==> config.mk <==
export PLATFORM = sky130hd
export DESIGN_NAME = alu_exec_stage
export DESIGN_NICKNAME = d
export VERILOG_FILES = /design/src/rtl/alu_pkg.sv /design/src/rtl/alu.sv /design/src/rtl/alu_ctrl_decode.sv /design/src/rtl/alu_exec_stage.sv
export SDC_FILE = /design/constraint.sdc
export NUM_CORES = 1
export LEC_CHECK = 0
export BUFFER_PORTS_ARGS = -buffer_cell sky130_fd_sc_hd__buf_2
export CORE_ASPECT_RATIO = 2
export CORE_MARGIN = 2
export CORE_UTILIZATION = 50
export CTS_CLUSTER_SIZE = 14
export DETAILED_ROUTE_END_ITERATION = 8
export PLACE_DENSITY = 0.76
export SYNTH_ARGS = -nofsm -noshare
export SYNTH_HDL_FRONTEND = slang
export SYNTH_HIERARCHICAL = 1
export SYNTH_SLANG_ARGS = --single-unit
==> constraint.sdc <==
create_clock -name clk -period 6.8 [get_ports clk]
set_input_delay 0.34 -clock clk [delete_from_list [all_inputs] [get_ports clk]]
set_output_delay 0.34 -clock clk [all_outputs]
set_load 0.01 [all_outputs]
==> src/rtl/alu_pkg.sv <==
// Shared encodings for the ALU, its control decoder and the execute stage.
package alu_pkg;

   // 4-bit ALU operation selects driven on alu_control
   localparam logic [3:0] ALU_AND = 4'b0000;
   localparam logic [3:0] ALU_OR  = 4'b0001;
   localparam logic [3:0] ALU_ADD = 4'b0010;
   localparam logic [3:0] ALU_SUB = 4'b0110;

   // Coarse operation class produced by the main decoder
   typedef enum logic [1:0] {
      ALUOP_MEM    = 2'b00,
      ALUOP_BRANCH = 2'b01,
      ALUOP_RTYPE  = 2'b10,
      ALUOP_RSVD   = 2'b11
   } aluop_e;

   // funct3 values recognised for R-type operations
   localparam logic [2:0] F3_ADD_SUB = 3'b000;
   localparam logic [2:0] F3_OR      = 3'b110;
   localparam logic [2:0] F3_AND     = 3'b111;

endpackage

==> src/rtl/alu.sv <==
// Combinational XLEN-bit ALU: AND, OR, ADD, SUB with a zero flag.
module alu
   import alu_pkg::*;
#(
   parameter int XLEN = 64
) (
   input  logic [XLEN-1:0] a,
   input  logic [XLEN-1:0] b,
   input  logic [3:0]      alu_control,
   output logic [XLEN-1:0] result,
   output logic            zero
);

   // Operation select; unknown controls yield zero so the output is never X
   always_comb begin
      result = '0;
      case (alu_control)
         ALU_AND: result = a & b;
         ALU_OR:  result = a | b;
         ALU_ADD: result = a + b;
         ALU_SUB: result = a - b;
         default: result = '0;
      endcase
   end

   assign zero = (result == '0);

endmodule

==> src/rtl/alu_ctrl_decode.sv <==
// Maps aluop/funct fields to an ALU control code; flags unsupported encodings.
// Purely combinational so hazard/forwarding logic can reuse it.
module alu_ctrl_decode
   import alu_pkg::*;
(
   input  logic [1:0] aluop,
   input  logic [2:0] funct3,
   input  logic       funct7_b30,
   output logic [3:0] alu_control,
   output logic       illegal
);

   // Decode table; anything not listed is illegal and drives control 0000
   always_comb begin
      alu_control = ALU_AND;
      illegal     = 1'b0;
      case (aluop)
         ALUOP_MEM:    alu_control = ALU_ADD;
         ALUOP_BRANCH: alu_control = ALU_SUB;
         ALUOP_RTYPE: begin
            case (funct3)
               F3_ADD_SUB: alu_control = funct7_b30 ? ALU_SUB : ALU_ADD;
               F3_AND:     alu_control = ALU_AND;
               F3_OR:      alu_control = ALU_OR;
               default:    illegal     = 1'b1;
            endcase
         end
         default:      illegal = 1'b1;
      endcase
   end

endmodule

==> src/rtl/alu_exec_stage.sv <==
// Two-stage execute pipeline around the ALU with valid/ready on both sides.
// S1 holds decoded operands, S2 (the out_* registers) holds the ALU result.
module alu_exec_stage
   import alu_pkg::*;
#(
   parameter int XLEN   = 64,
   parameter int REG_AW = 5
) (
   input  logic              clk,
   input  logic              rst_n,
   input  logic              flush,
   input  logic              in_valid,
   output logic              in_ready,
   input  logic [1:0]        in_aluop,
   input  logic [2:0]        in_funct3,
   input  logic              in_funct7_b30,
   input  logic              in_alu_src,
   input  logic [XLEN-1:0]   in_rs1_data,
   input  logic [XLEN-1:0]   in_rs2_data,
   input  logic [XLEN-1:0]   in_imm,
   input  logic [REG_AW-1:0] in_rd,
   output logic              out_valid,
   input  logic              out_ready,
   output logic [XLEN-1:0]   out_result,
   output logic              out_zero,
   output logic [REG_AW-1:0] out_rd,
   output logic              out_illegal
);

   logic [3:0]        dec_control;
   logic              dec_illegal;
   logic              s1_valid_reg;
   logic [3:0]        s1_control_reg;
   logic [XLEN-1:0]   s1_a_reg;
   logic [XLEN-1:0]   s1_b_reg;
   logic [REG_AW-1:0] s1_rd_reg;
   logic              s1_illegal_reg;
   logic [XLEN-1:0]   alu_result;
   logic              alu_zero;
   logic              out_valid_reg;
   logic [XLEN-1:0]   out_result_reg;
   logic              out_zero_reg;
   logic [REG_AW-1:0] out_rd_reg;
   logic              out_illegal_reg;
   logic              s2_free;
   logic              s1_advance;
   logic              accept;

   alu_ctrl_decode u_decode (
      .aluop       (in_aluop),
      .funct3      (in_funct3),
      .funct7_b30  (in_funct7_b30),
      .alu_control (dec_control),
      .illegal     (dec_illegal)
   );

   // S2 can take a new result if empty or if it is handing off this cycle;
   // this lets drain, advance and fill all happen together without a bubble.
   assign s2_free    = !out_valid_reg || out_ready;
   assign s1_advance = s1_valid_reg && s2_free && !flush;
   assign in_ready   = !flush && (!s1_valid_reg || s2_free);
   assign accept     = in_valid && in_ready;

   // S1: capture decoded control and selected operands on an accepted input
   always_ff @(posedge clk or negedge rst_n) begin
      if (!rst_n) begin
         s1_valid_reg   <= 1'b0;
         s1_control_reg <= '0;
         s1_a_reg       <= '0;
         s1_b_reg       <= '0;
         s1_rd_reg      <= '0;
         s1_illegal_reg <= 1'b0;
      end else if (flush) begin
         s1_valid_reg <= 1'b0;
      end else if (accept) begin
         s1_valid_reg   <= 1'b1;
         s1_control_reg <= dec_control;
         s1_a_reg       <= in_rs1_data;
         s1_b_reg       <= in_alu_src ? in_imm : in_rs2_data;
         s1_rd_reg      <= in_rd;
         s1_illegal_reg <= dec_illegal;
      end else if (s1_advance) begin
         s1_valid_reg <= 1'b0;
      end
   end

   alu #(.XLEN(XLEN)) u_alu (
      .a           (s1_a_reg),
      .b           (s1_b_reg),
      .alu_control (s1_control_reg),
      .result      (alu_result),
      .zero        (alu_zero)
   );

   // S2: register the ALU result; illegal ops report a forced zero result
   always_ff @(posedge clk or negedge rst_n) begin
      if (!rst_n) begin
         out_valid_reg   <= 1'b0;
         out_result_reg  <= '0;
         out_zero_reg    <= 1'b0;
         out_rd_reg      <= '0;
         out_illegal_reg <= 1'b0;
      end else if (flush) begin
         out_valid_reg <= 1'b0;
      end else if (s1_advance) begin
         out_valid_reg   <= 1'b1;
         out_result_reg  <= s1_illegal_reg ? '0 : alu_result;
         out_zero_reg    <= s1_illegal_reg ? 1'b1 : alu_zero;
         out_rd_reg      <= s1_rd_reg;
         out_illegal_reg <= s1_illegal_reg;
      end else if (out_ready) begin
         out_valid_reg <= 1'b0;
      end
   end

   assign out_valid   = out_valid_reg;
   assign out_result  = out_result_reg;
   assign out_zero    = out_zero_reg;
   assign out_rd      = out_rd_reg;
   assign out_illegal = out_illegal_reg;

endmodule

==> results.ini <==
[outcome]
status = complete, no violations

[floorplanning]
die_h_um = 264
boundaryPins = 282
core_area_um2 = 33400
die-width_um = 134
die_area_um2 = 35300
initial_core_util_pct = 50.5
num_rows = 95

[synth]
synth_largest_area_cell = dfrtp_1
syn_area_per_cell_um2 = 9.68
syn_inst = 1743
yosys-top-cells-area = dfrtp_1 31%, mux2_4 11%, mux2_2 10%
synth_top_area_share_pct = 31.3
yosysMostFrequentCell = dfrtp_1
ys.warnings.count = 6
synth_ff_type = dfrtp_1
yosysUniqueCellTypes = 88
netlist_area_um2 = 16900
yosysSeqAreaShare_pct = 31.3
synth_seq_cells = 211
synth_common_cells = 211 x dfrtp_1, 162 x nand2_1, 152 x mux2_2
async_reset_ff_share_pct = 100
synth-edff-count = 0
syn-num-nets = 2019

[timing]
setup_tns_ps = 0
setup_violations = 0
layout_min_cycle_time_ps = 6420
worst_slew_pin_slew_ps = 1150
hold_viol = 0
final_max_slew_viol_count = 0
fin_worst_skew_ps = 7.88
fmax_ghz = 0.156
timing.final.crit_share_pct = 94.4
rsz0062_at_grt = false
max_slew_margin_pct = 23.2

[final_layout]
final_nets = 2304
area_delta_synth_final_pct = 16.7
final_util_pct = 59.0
drive_gt1_share_pct = 34.0

[job]
cap_violations = 0

[clock_network]
clk_latency_ps = 530
cts.sinks = 211
cts_tree = done
clk_pin_slew_worst_paths_ps = 70
root_buffer = clkbuf_16
numCtsBuffers = 22
cts.path.max_buffers = 3
cts.htree.levels = 1

[critical_path]
cp-endpoint = out_zero$_DFFE_PN0P_
r2r-end = out_zero$_DFFE_PN0P_
worstPathArrival_ps = 6870
worstSetupPathDepth = 23
worst-path-buf-inv = 1
cp-end-kind = flip-flop
reg2reg_depth = 23
crit_path_top_delay_cell = or4b_1
rr_startpoint = s1_b_reg[18]$_DFFE_PN0P_
critPathRequiredTime_ps = 7250
crit_family = simple AND/OR/NAND/NOR gates
critPathMaxFanout = 6
critPathKind = flip-flop to flip-flop
worstSetupStartpointType = flip-flop
path_common_cell = nor2_1
crit_path_cell_trace = or3_1 -> or3_1 -> nor4_2 -> nand3_1 -> nor2_1 -> buf_4 -> nand3_1 -> o31ai_1 -> xor2_1 -> ha_1 -> nand2_1 -> o21a_1 -> o21ai_0 -> a221oi_1 -> o21ai_0 -> a22oi_1 -> o211ai_1 -> nor4_1 -> nand4_1 -> or4b_1 -> nor2_1 -> nor2_1 -> mux2i_1
slowest_delay_ps = 560
rrSetupSlack_ps = 380
crit_start = s1_b_reg[18]$_DFFE_PN0P_

[routing]
routed-via-count = 15000
drc_errors = 0
dr.pass1.iters = 5
wl_per_cell_um = 24.2
wl_mm = 60.0
vias_per_cell = 6.06
drt_iter0_markers = 896
ant_nets = 0

[placed_design]
dpl.hpwl_mm = 47.2
port_buffers = 281
routabilityCongestion = 0.997

[power_and_ir_drop]
power_mw = 6.47
p_comb_share_pct = 53.7
power.net_switching_mw = 2.79
worst_ir_drop_vdd_v = 0.000239
pwr_density_cell_nw_per_um2 = 328
p_clk_share_pct = 18.5
leakagePower_nw = 9.28
intPower_mw = 3.68
p_seq_share_pct = 27.8
sw_frac_of_total_pct = 43.1

[grt]
grt_overflow = 0
grt_pass1_wl_mm = 91.3
antenna_found_initial = 2
grt_pass1_vias = 16000
grt_usage_pct = 33.8
grt_max_degree = 116

[worst_hold_path]
hp-class = input port to flip-flop

==> worst min-delay path by stage <==
stage	start	to	slack (ps)	cells past startpoint
2_1_floorplan	rst_n	out_illegal$_DFFE_PN0P_	40	0
3_3_place_gp	rst_n	s1_b_reg[37]$_DFFE_PN0P_	380	1
3_5_place_dp	rst_n	s1_b_reg[40]$_DFFE_PN0P_	390	1
4_1_cts	flush	out_valid$_DFFE_PN0P_	7	2
5_1_grt	in_rs1_data[40]	s1_a_reg[40]$_DFFE_PN0P_	20	2
6_report	flush	out_valid$_DFFE_PN0P_	30	2
==> kinds of logic (layout without fill, tap and decap cells) <==
group           Yosys count  in the layout  synth area share [%]
simple gates            522            522                  15.8
fa+ha+maj               121            121                  8.22
buf+inv                 119            419                  3.45
compound gates          375            375                  14.0
mux                     283            283                  21.5
xor+xnor                111            111                  5.76
other cells               1              3                0.0222
flops                   211            211                  31.3
==> per-stage QoR <==
step | setup WS [ps] | hold slack [ps] | instance area (um^2) | std cells
after global placement | 298 | 379 | 19000 | 2439
after detailed placement | 360 | 385 | 19000 | 2439
after CTS | 309 | 6.90 | 19700 | 2479
after floorplan | 1120 | 44.4 | 16900 | 1743
final | 384 | 28.9 | 19700 | 2481
after global routing | 9.73 | 23.4 | 19700 | 2481
==> placed cells by master, fill, tap and decap left out, types with 54 or more instances in the layout <==
cell type	Yosys	routed
nand2_1	162	162
ha_1	66	66
a21oi_1	92	92
mux2_4	120	120
mux2_2	152	152
xor2_1	55	55
o21ai_0	105	105
buf_2	15	280
maj3_1	54	54
buf_4	3	76
nor2_1	105	105
xnor2_1	56	56
dfrtp_1	211	209
nor2b_1	70	70
==> power groups by stage <==
| stage | logic [mW] | registers, mW | clock network [mW] |
|---|---|---|---|
| finish | 3.47 | 1.80 | 1.20 |
| global route | 3.71 | 1.83 | 1.27 |
| CTS | 3.42 | 1.79 | 1.22 |
| detailed placement | 3.39 | 1.82 | 0 |
| global placement | 3.38 | 1.80 | 0 |
| floorplan | 2.16 | 1.78 | 0 |
==> layer usage <==
metal / global-route usage (%) / vias to the layer above / part of all wire (%)
met1: 33.3 / 7304 / 33
met4: 23.4 / 0 / 8.0
met2: 64.3 / 594 / 54
met3: 3.78 / 225 / 4.3
li1: - / 6908 / -
met5: 0 / - / 0
==> area by class of cell <==
cell class | count | area, um^2
Timing Repair Buffer | 360 | 2040
Sequential cell | 211 | 5280
Fill cell | 2902 | 13700
Inverter | 20 | 75.1
Clock buffer | 33 | 663
Multi-Input combinational cell | 1413 | 11000
Antenna cell | 2 | 5.00
Clock inverter | 6 | 43.8
Tap cell | 436 | 546
==> what timing repair did <==
action,in CTS,in global routing
endpoints found under the hold margin,96,0
endpoints found under the setup margin,0,1
gates resized for setup,0,3
hold buffers,1,0
setup buffers,0,0
No activity file was read; power rests on OpenSTA's default activity.
